## src/rtl/cache_pkg.sv

```systemverilog
// Shared types and line geometry for the data-cache miss-handling logic.
package cache_pkg;

    typedef enum logic [1:0] {
        IDLE,
        WB,
        RD,
        FILL
    } refill_state_t;

    localparam int unsigned WORDS_PER_LINE = 4;
    localparam int unsigned BADDR_W        = 28;
    localparam int unsigned OFFSET_W       = 2;

endpackage

```

## src/rtl/cache_line_buf.sv

```systemverilog
// Four-word line assembly buffer: one word written per cycle at idx_i,
// all words visible in parallel.
module cache_line_buf
    import cache_pkg::*;
#(
    parameter int unsigned WIDTH = 32
) (
    input  logic                            clk,
    input  logic                            rst_n,
    input  logic                            we_i,
    input  logic [OFFSET_W-1:0]             idx_i,
    input  logic [WIDTH-1:0]                wdata_i,
    output logic [WORDS_PER_LINE*WIDTH-1:0] words_o
);

    logic [WIDTH-1:0] word_q [WORDS_PER_LINE];

    always_ff @(posedge clk or negedge rst_n) begin
        if (!rst_n) begin
            for (int unsigned i = 0; i < WORDS_PER_LINE; i++) begin
                word_q[i] <= '0;
            end
        end else if (we_i) begin
            word_q[idx_i] <= wdata_i;
        end
    end

    always_comb begin
        words_o = '0;
        for (int unsigned i = 0; i < WORDS_PER_LINE; i++) begin
            words_o[i*WIDTH +: WIDTH] = word_q[i];
        end
    end

endmodule

```

## src/rtl/cache_refill_ctrl.sv

```systemverilog
// Miss engine for the direct-mapped 4-word-line cache: optional dirty-victim
// writeback, then a word-by-word line fetch and a single-cycle array write.
module cache_refill_ctrl #(
    parameter int unsigned WIDTH   = 32,
    parameter int unsigned BADDR_W = cache_pkg::BADDR_W
) (
    input  logic                 clk,
    input  logic                 rst_n,
    input  logic                 miss_req,
    input  logic [31:0]          miss_addr,
    input  logic                 victim_dirty,
    input  logic [BADDR_W-1:0]   victim_baddr,
    input  logic [4*WIDTH-1:0]   victim_data,
    output logic                 mem_req,
    output logic                 mem_we,
    output logic [31:0]          mem_addr,
    output logic [WIDTH-1:0]     mem_wdata,
    input  logic                 mem_ack,
    input  logic [WIDTH-1:0]     mem_rdata,
    output logic                 busy,
    output logic                 line_we,
    output logic [BADDR_W-1:0]   line_baddr,
    output logic [WIDTH-1:0]     line_d0,
    output logic [WIDTH-1:0]     line_d1,
    output logic [WIDTH-1:0]     line_d2,
    output logic [WIDTH-1:0]     line_d3,
    output logic [1:0]           word_sel,
    output logic                 refill_done
);

    import cache_pkg::*;

    refill_state_t                    state_q, state_d;
    logic [OFFSET_W-1:0]              cnt_q, cnt_d;
    logic [BADDR_W-1:0]               fill_baddr_q, fill_baddr_d;
    logic [BADDR_W-1:0]               victim_baddr_q, victim_baddr_d;
    logic [WORDS_PER_LINE*WIDTH-1:0]  victim_data_q, victim_data_d;
    logic [1:0]                       wsel_q, wsel_d;
    logic [WORDS_PER_LINE*WIDTH-1:0]  buf_words;
    logic                             buf_we;
    logic                             unused_addr_bits;

    assign unused_addr_bits = ^miss_addr[1:0];

    always_ff @(posedge clk or negedge rst_n) begin
        if (!rst_n) begin
            state_q        <= IDLE;
            cnt_q          <= '0;
            fill_baddr_q   <= '0;
            victim_baddr_q <= '0;
            victim_data_q  <= '0;
            wsel_q         <= '0;
        end else begin
            state_q        <= state_d;
            cnt_q          <= cnt_d;
            fill_baddr_q   <= fill_baddr_d;
            victim_baddr_q <= victim_baddr_d;
            victim_data_q  <= victim_data_d;
            wsel_q         <= wsel_d;
        end
    end

    always_comb begin
        state_d        = state_q;
        cnt_d          = cnt_q;
        fill_baddr_d   = fill_baddr_q;
        victim_baddr_d = victim_baddr_q;
        victim_data_d  = victim_data_q;
        wsel_d         = wsel_q;
        unique case (state_q)
            IDLE: begin
                if (miss_req) begin
                    fill_baddr_d   = miss_addr[31:OFFSET_W+2];
                    wsel_d         = miss_addr[3:2];
                    victim_baddr_d = victim_baddr;
                    victim_data_d  = victim_data;
                    cnt_d          = '0;
                    state_d        = victim_dirty ? WB : RD;
                end
            end
            WB: begin
                if (mem_ack) begin
                    cnt_d = cnt_q + 2'd1;
                    if (cnt_q == 2'd3) begin
                        state_d = RD;
                    end
                end
            end
            RD: begin
                if (mem_ack) begin
                    cnt_d = cnt_q + 2'd1;
                    if (cnt_q == 2'd3) begin
                        state_d = FILL;
                    end
                end
            end
            FILL: begin
                state_d = IDLE;
            end
            default: begin
                state_d = IDLE;
            end
        endcase
    end

    // Memory-side outputs decode only registered state, so mem_ack never
    // reaches mem_req/mem_addr combinationally.
    always_comb begin
        mem_req     = 1'b0;
        mem_we      = 1'b0;
        mem_addr    = '0;
        mem_wdata   = '0;
        line_we     = 1'b0;
        refill_done = 1'b0;
        busy        = (state_q != IDLE);
        unique case (state_q)
            WB: begin
                mem_req   = 1'b1;
                mem_we    = 1'b1;
                mem_addr  = {victim_baddr_q, cnt_q, 2'b00};
                mem_wdata = victim_data_q[cnt_q*WIDTH +: WIDTH];
            end
            RD: begin
                mem_req  = 1'b1;
                mem_addr = {fill_baddr_q, cnt_q, 2'b00};
            end
            FILL: begin
                line_we     = 1'b1;
                refill_done = 1'b1;
            end
            default: begin
            end
        endcase
    end

    assign buf_we = (state_q == RD) && mem_ack;

    cache_line_buf #(
        .WIDTH(WIDTH)
    ) u_line_buf (
        .clk     (clk),
        .rst_n   (rst_n),
        .we_i    (buf_we),
        .idx_i   (cnt_q),
        .wdata_i (mem_rdata),
        .words_o (buf_words)
    );

    assign line_baddr = fill_baddr_q;
    assign word_sel   = wsel_q;
    assign line_d0    = buf_words[0*WIDTH +: WIDTH];
    assign line_d1    = buf_words[1*WIDTH +: WIDTH];
    assign line_d2    = buf_words[2*WIDTH +: WIDTH];
    assign line_d3    = buf_words[3*WIDTH +: WIDTH];

endmodule

```

## config.mk

```make
export PLATFORM = sky130hd
export DESIGN_NAME = cache_refill_ctrl
export DESIGN_NICKNAME = d
export VERILOG_FILES = /design/src/rtl/cache_pkg.sv /design/src/rtl/cache_line_buf.sv /design/src/rtl/cache_refill_ctrl.sv
export SDC_FILE = /design/constraint.sdc
export NUM_CORES = 1
export LEC_CHECK = 0
export ABC_AREA = 1
export BUFFER_PORTS_ARGS = -buffer_cell sky130_fd_sc_hd__buf_4
export CORE_AREA = 10 10 169 171
export CTS_CLUSTER_SIZE = 16
export DETAILED_ROUTE_END_ITERATION = 12
export DIE_AREA = 0 0 179 181
export GPL_TIMING_DRIVEN = 0
export PLACE_DENSITY_LB_ADDON = 0.08
export RECOVER_POWER = 50
export SYNTH_ARGS = -nofsm -noshare
export SYNTH_HDL_FRONTEND = slang
export SYNTH_SLANG_ARGS = --single-unit
```

## constraint.sdc

```tcl
create_clock -name clk -period 2.43 [get_ports clk]
set_input_delay 0.486 -clock clk [delete_from_list [all_inputs] [get_ports clk]]
set_output_delay 0.486 -clock clk [all_outputs]
set_load 0.03 [all_outputs]
```

==> results.sh <==
export IMPL_globalRoute_totalOverflow=0
export IMPL_grt_start_max_net_pins=124
export IMPL_tritoncts_clock_tree="yes"
export IMPL_setup_ws_ns=-0.04245
export IMPL_floorplan_core_area_mm2=0.02504
export IMPL_ff2ff_setup_slack_ns=0.20
export IMPL_setup_tns_ns=-0.3579
export IMPL_criticalPathCategory="reg -> out"
export IMPL_cts_htree_levels=2
export IMPL_buffer_ports_inserted=446
export IMPL_least_margin_pin_slew_ns=1.349
export IMPL_worst_ep_arrival_time_ns=1.99
export IMPL_drive_gt1_share_pct=32.30
export IMPL_rr_worst_depth=8
export IMPL_peakVddDrop_mv=1.015
export IMPL_m1WireLength_um=17480
export IMPL_initial_core_util_pct=54.52
export IMPL_layout_area_growth_over_synthesis_pct=40.47
export IMPL_min_delay_path_class="in -> reg"
export IMPL_critPathMaxFanout=10
export IMPL_power_per_cell_area_mw_per_mm2=1430
export IMPL_dr_total_vias=12160
export IMPL_final_seq_area_mm2=0.007959
export IMPL_cpPeakStageDelay_ns=0.43
export IMPL_route_final_wire_length_um=48810
export IMPL_timing_critical_path_from="state_q[0]"
export IMPL_layout_cells_non_filler=2295
export IMPL_routed_via_density=5.300
export IMPL_rsz0062_at_grt="true"
export IMPL_first_pass_grt_wire_length_um=71480
export IMPL_timing_final_setup_violations=29
export IMPL_worstSetupEndpointType="output port"
export IMPL_grt_pass1_vias=12410
export IMPL_synthesis_area_mm2=0.01365
export IMPL_global_route_usage_total_pct=28.34
export IMPL_outcome="finished with violations"
export IMPL_clockBufferDepth=3
export IMPL_cts_hold_buffers_added=0
export IMPL_numClockSinks=318
export IMPL_remaining_drc_errors=0
export IMPL_yosys_register_bits=318
export IMPL_finalHoldViolations=0
export IMPL_cp_endpoint="mem_wdata[3]"
export IMPL_finalClockSkew_ns=0.01750
export IMPL_pin_count=452
export IMPL_crit_required_ns=1.94
export IMPL_timing_critical_path_slowest_stage_cell="dfrtp_1"
export IMPL_topRoutingLayerUsed="met5"
export IMPL_rows=58
export IMPL_yosys_warnings=0
export IMPL_crit_path_start_kind="flip-flop"
export IMPL_die_y_um=181
export IMPL_timing_rr_end="u_line_buf.words_o[4]"
export IMPL_ys_seq_area_share_pct=58.30
export IMPL_clk_latency_ns=0.52
export IMPL_finalCriticalPeriod_ns=2.472
export IMPL_numPlacedInstances=2215
export IMPL_multi_input_area_mm2=0.005263
export IMPL_fp_dieW_um=179
export IMPL_wl_met3_um=5122
export IMPL_final_fill_count=1800
export IMPL_fin_worst_hold_slack_ns=0.1746
export IMPL_relSlewSlack_pct=10.09
export IMPL_place_detailed_hpwl_um=35340
export IMPL_cts_inserted_buffers=36
export IMPL_fmax_mhz=404.5
export IMPL_critical_path_cell_chain="buf_6, ha_4, clkinvlp_4, buf_12, buf_8, a21oi_1, buf_4"
export IMPL_ys_types=23
export IMPL_final_min_period_over_clock_period_pct=101.7
export IMPL_leakagePower_nw=9.389
export IMPL_commonest_cells_after_routing_fill_and_taps_aside="buf_4 (342), nand2_1 (321), dfrtp_1 (317)"
export IMPL_postLayoutCoreUtil_pct=76.58
export IMPL_crit_reg2reg_launch="cnt_q[0]"
export IMPL_drt_iter0_drc=796
export IMPL_root_buf_cell="clkbuf_16"
export IMPL_detail_routed_net_length_per_standard_cell_um=21.27
export IMPL_max_cap_viol_count=0
export IMPL_avg_cell_area_syn_um2=9.505
export IMPL_power_mw=27.42
export IMPL_drt_first_pass_iters=5
export IMPL_synth_cells=1436
export IMPL_final_max_slew_viol_count=0
export IMPL_wl_met2_um=24310
export IMPL_clk_pin_slew_worst_paths_ns=0.06
export IMPL_routabilityCongestion=0.8725
export IMPL_die_area_mm2=0.03240
export IMPL_violations="setup timing"
export IMPL_num_nets_final=2171
export IMPL_grt_antenna_before_repair=7
export IMPL_mostFrequentLayoutCell="buf_4"
export IMPL_ant_nets=0
-- per-stage QoR --
stage / cell area, um^2 / setup slack (ns)
after floorplan: 13650 / -0.05941
after global placement: 17410 / -2.048
after detailed placement: 17480 / -0.005911
after CTS: 18830 / -0.04294
after global routing: 19170 / -0.09102
final: 19170 / -0.04245
-- where the power goes --
group	total [mW]	internal (mW)	switching, mW
Combinational	13.3	4.86	8.40
Sequential	8.83	7.60	1.22
Clock	5.34	3.16	2.18
-- cells in the mapped netlist (all sizes together) --
library cell    n  area, um^2
nor2          198       743.2
nor3            2       10.01
nand2         322        1211
dfrtp         318        7958
a21oi         125       625.6
mux2          122        1374
conb            1       3.750
o21bai          1       7.510
inv           105       394.1
nand3           7       55.05
nand4           2       12.51
clkinv          1       3.750
buf            52       322.8
o21ai         132       660.6
ha             10       125.1
clkbuf         38       142.6
-- area by class of cell --
type | instances | share of cell area, %
diodes | 5 | 0.06526
clock inverters | 11 | 0.5873
inverters | 106 | 2.140
repair buffers | 463 | 17.56
multi-input cells | 923 | 27.45
plain buffers | 88 | 3.171
clock buffers | 51 | 5.364
well taps | 330 | 2.153
flip-flops and latches | 318 | 41.51
-- routing by layer --
layer | GRT usage, % | vias to the layer above
met5 | 0 | -
met4 | 10.29 | 4
met3 | 10.63 | 117
met2 | 47.83 | 505
met1 | 31.91 | 5966
li1 | - | 5572
-- worst max-delay path, delay by kind of cell (launching register included) --
family          cells  cell delay [ns]
compound gates      1             0.12
fa+ha+maj           1             0.18
buf+inv             5             0.73
flops               1             0.43
-- flip-flops by register name, summed over array words and instances (netlist names) --
signal and count:
state_q 2, line_baddr 28, word_sel 2, victim_baddr_q 28, victim_data_q 128, cnt_q 2, u_line_buf.words_o 128
-- worst min-delay path by stage --
stage,cells after the start,to,slack (ns),start
finish,2,victim_baddr_q[5],0.17,victim_baddr[5]
floorplan,0,cnt_q[0],0.19,rst_n
global placement,2,u_line_buf.words_o[111],0.47,u_line_buf.words_o[111]
global route,2,victim_baddr_q[10],0.18,victim_baddr[10]
CTS,1,victim_data_q[8],0.009,rst_n
detailed placement,2,u_line_buf.words_o[66],0.47,u_line_buf.words_o[66]
-- cells by family after synthesis --
group	synth area share [%]
AOI/OAI and AO/OA	9.478
adders and majority gates	0.9167
buffers and inverters	6.325
DFF	58.30
muxes	10.07
other	0.02747
and+or+nand+nor	14.89
-- timing repair --
| action | in CTS | in global routing |
|---|---|---|
| gates cloned | 0 | 3 |
| gates resized for setup | 59 | 136 |
| setup buffers | 5 | 7 |
| pin swaps | 1 | 4 |
| endpoints found under the setup margin | 82 | 62 |
No activity file was read; power rests on OpenSTA's default activity.
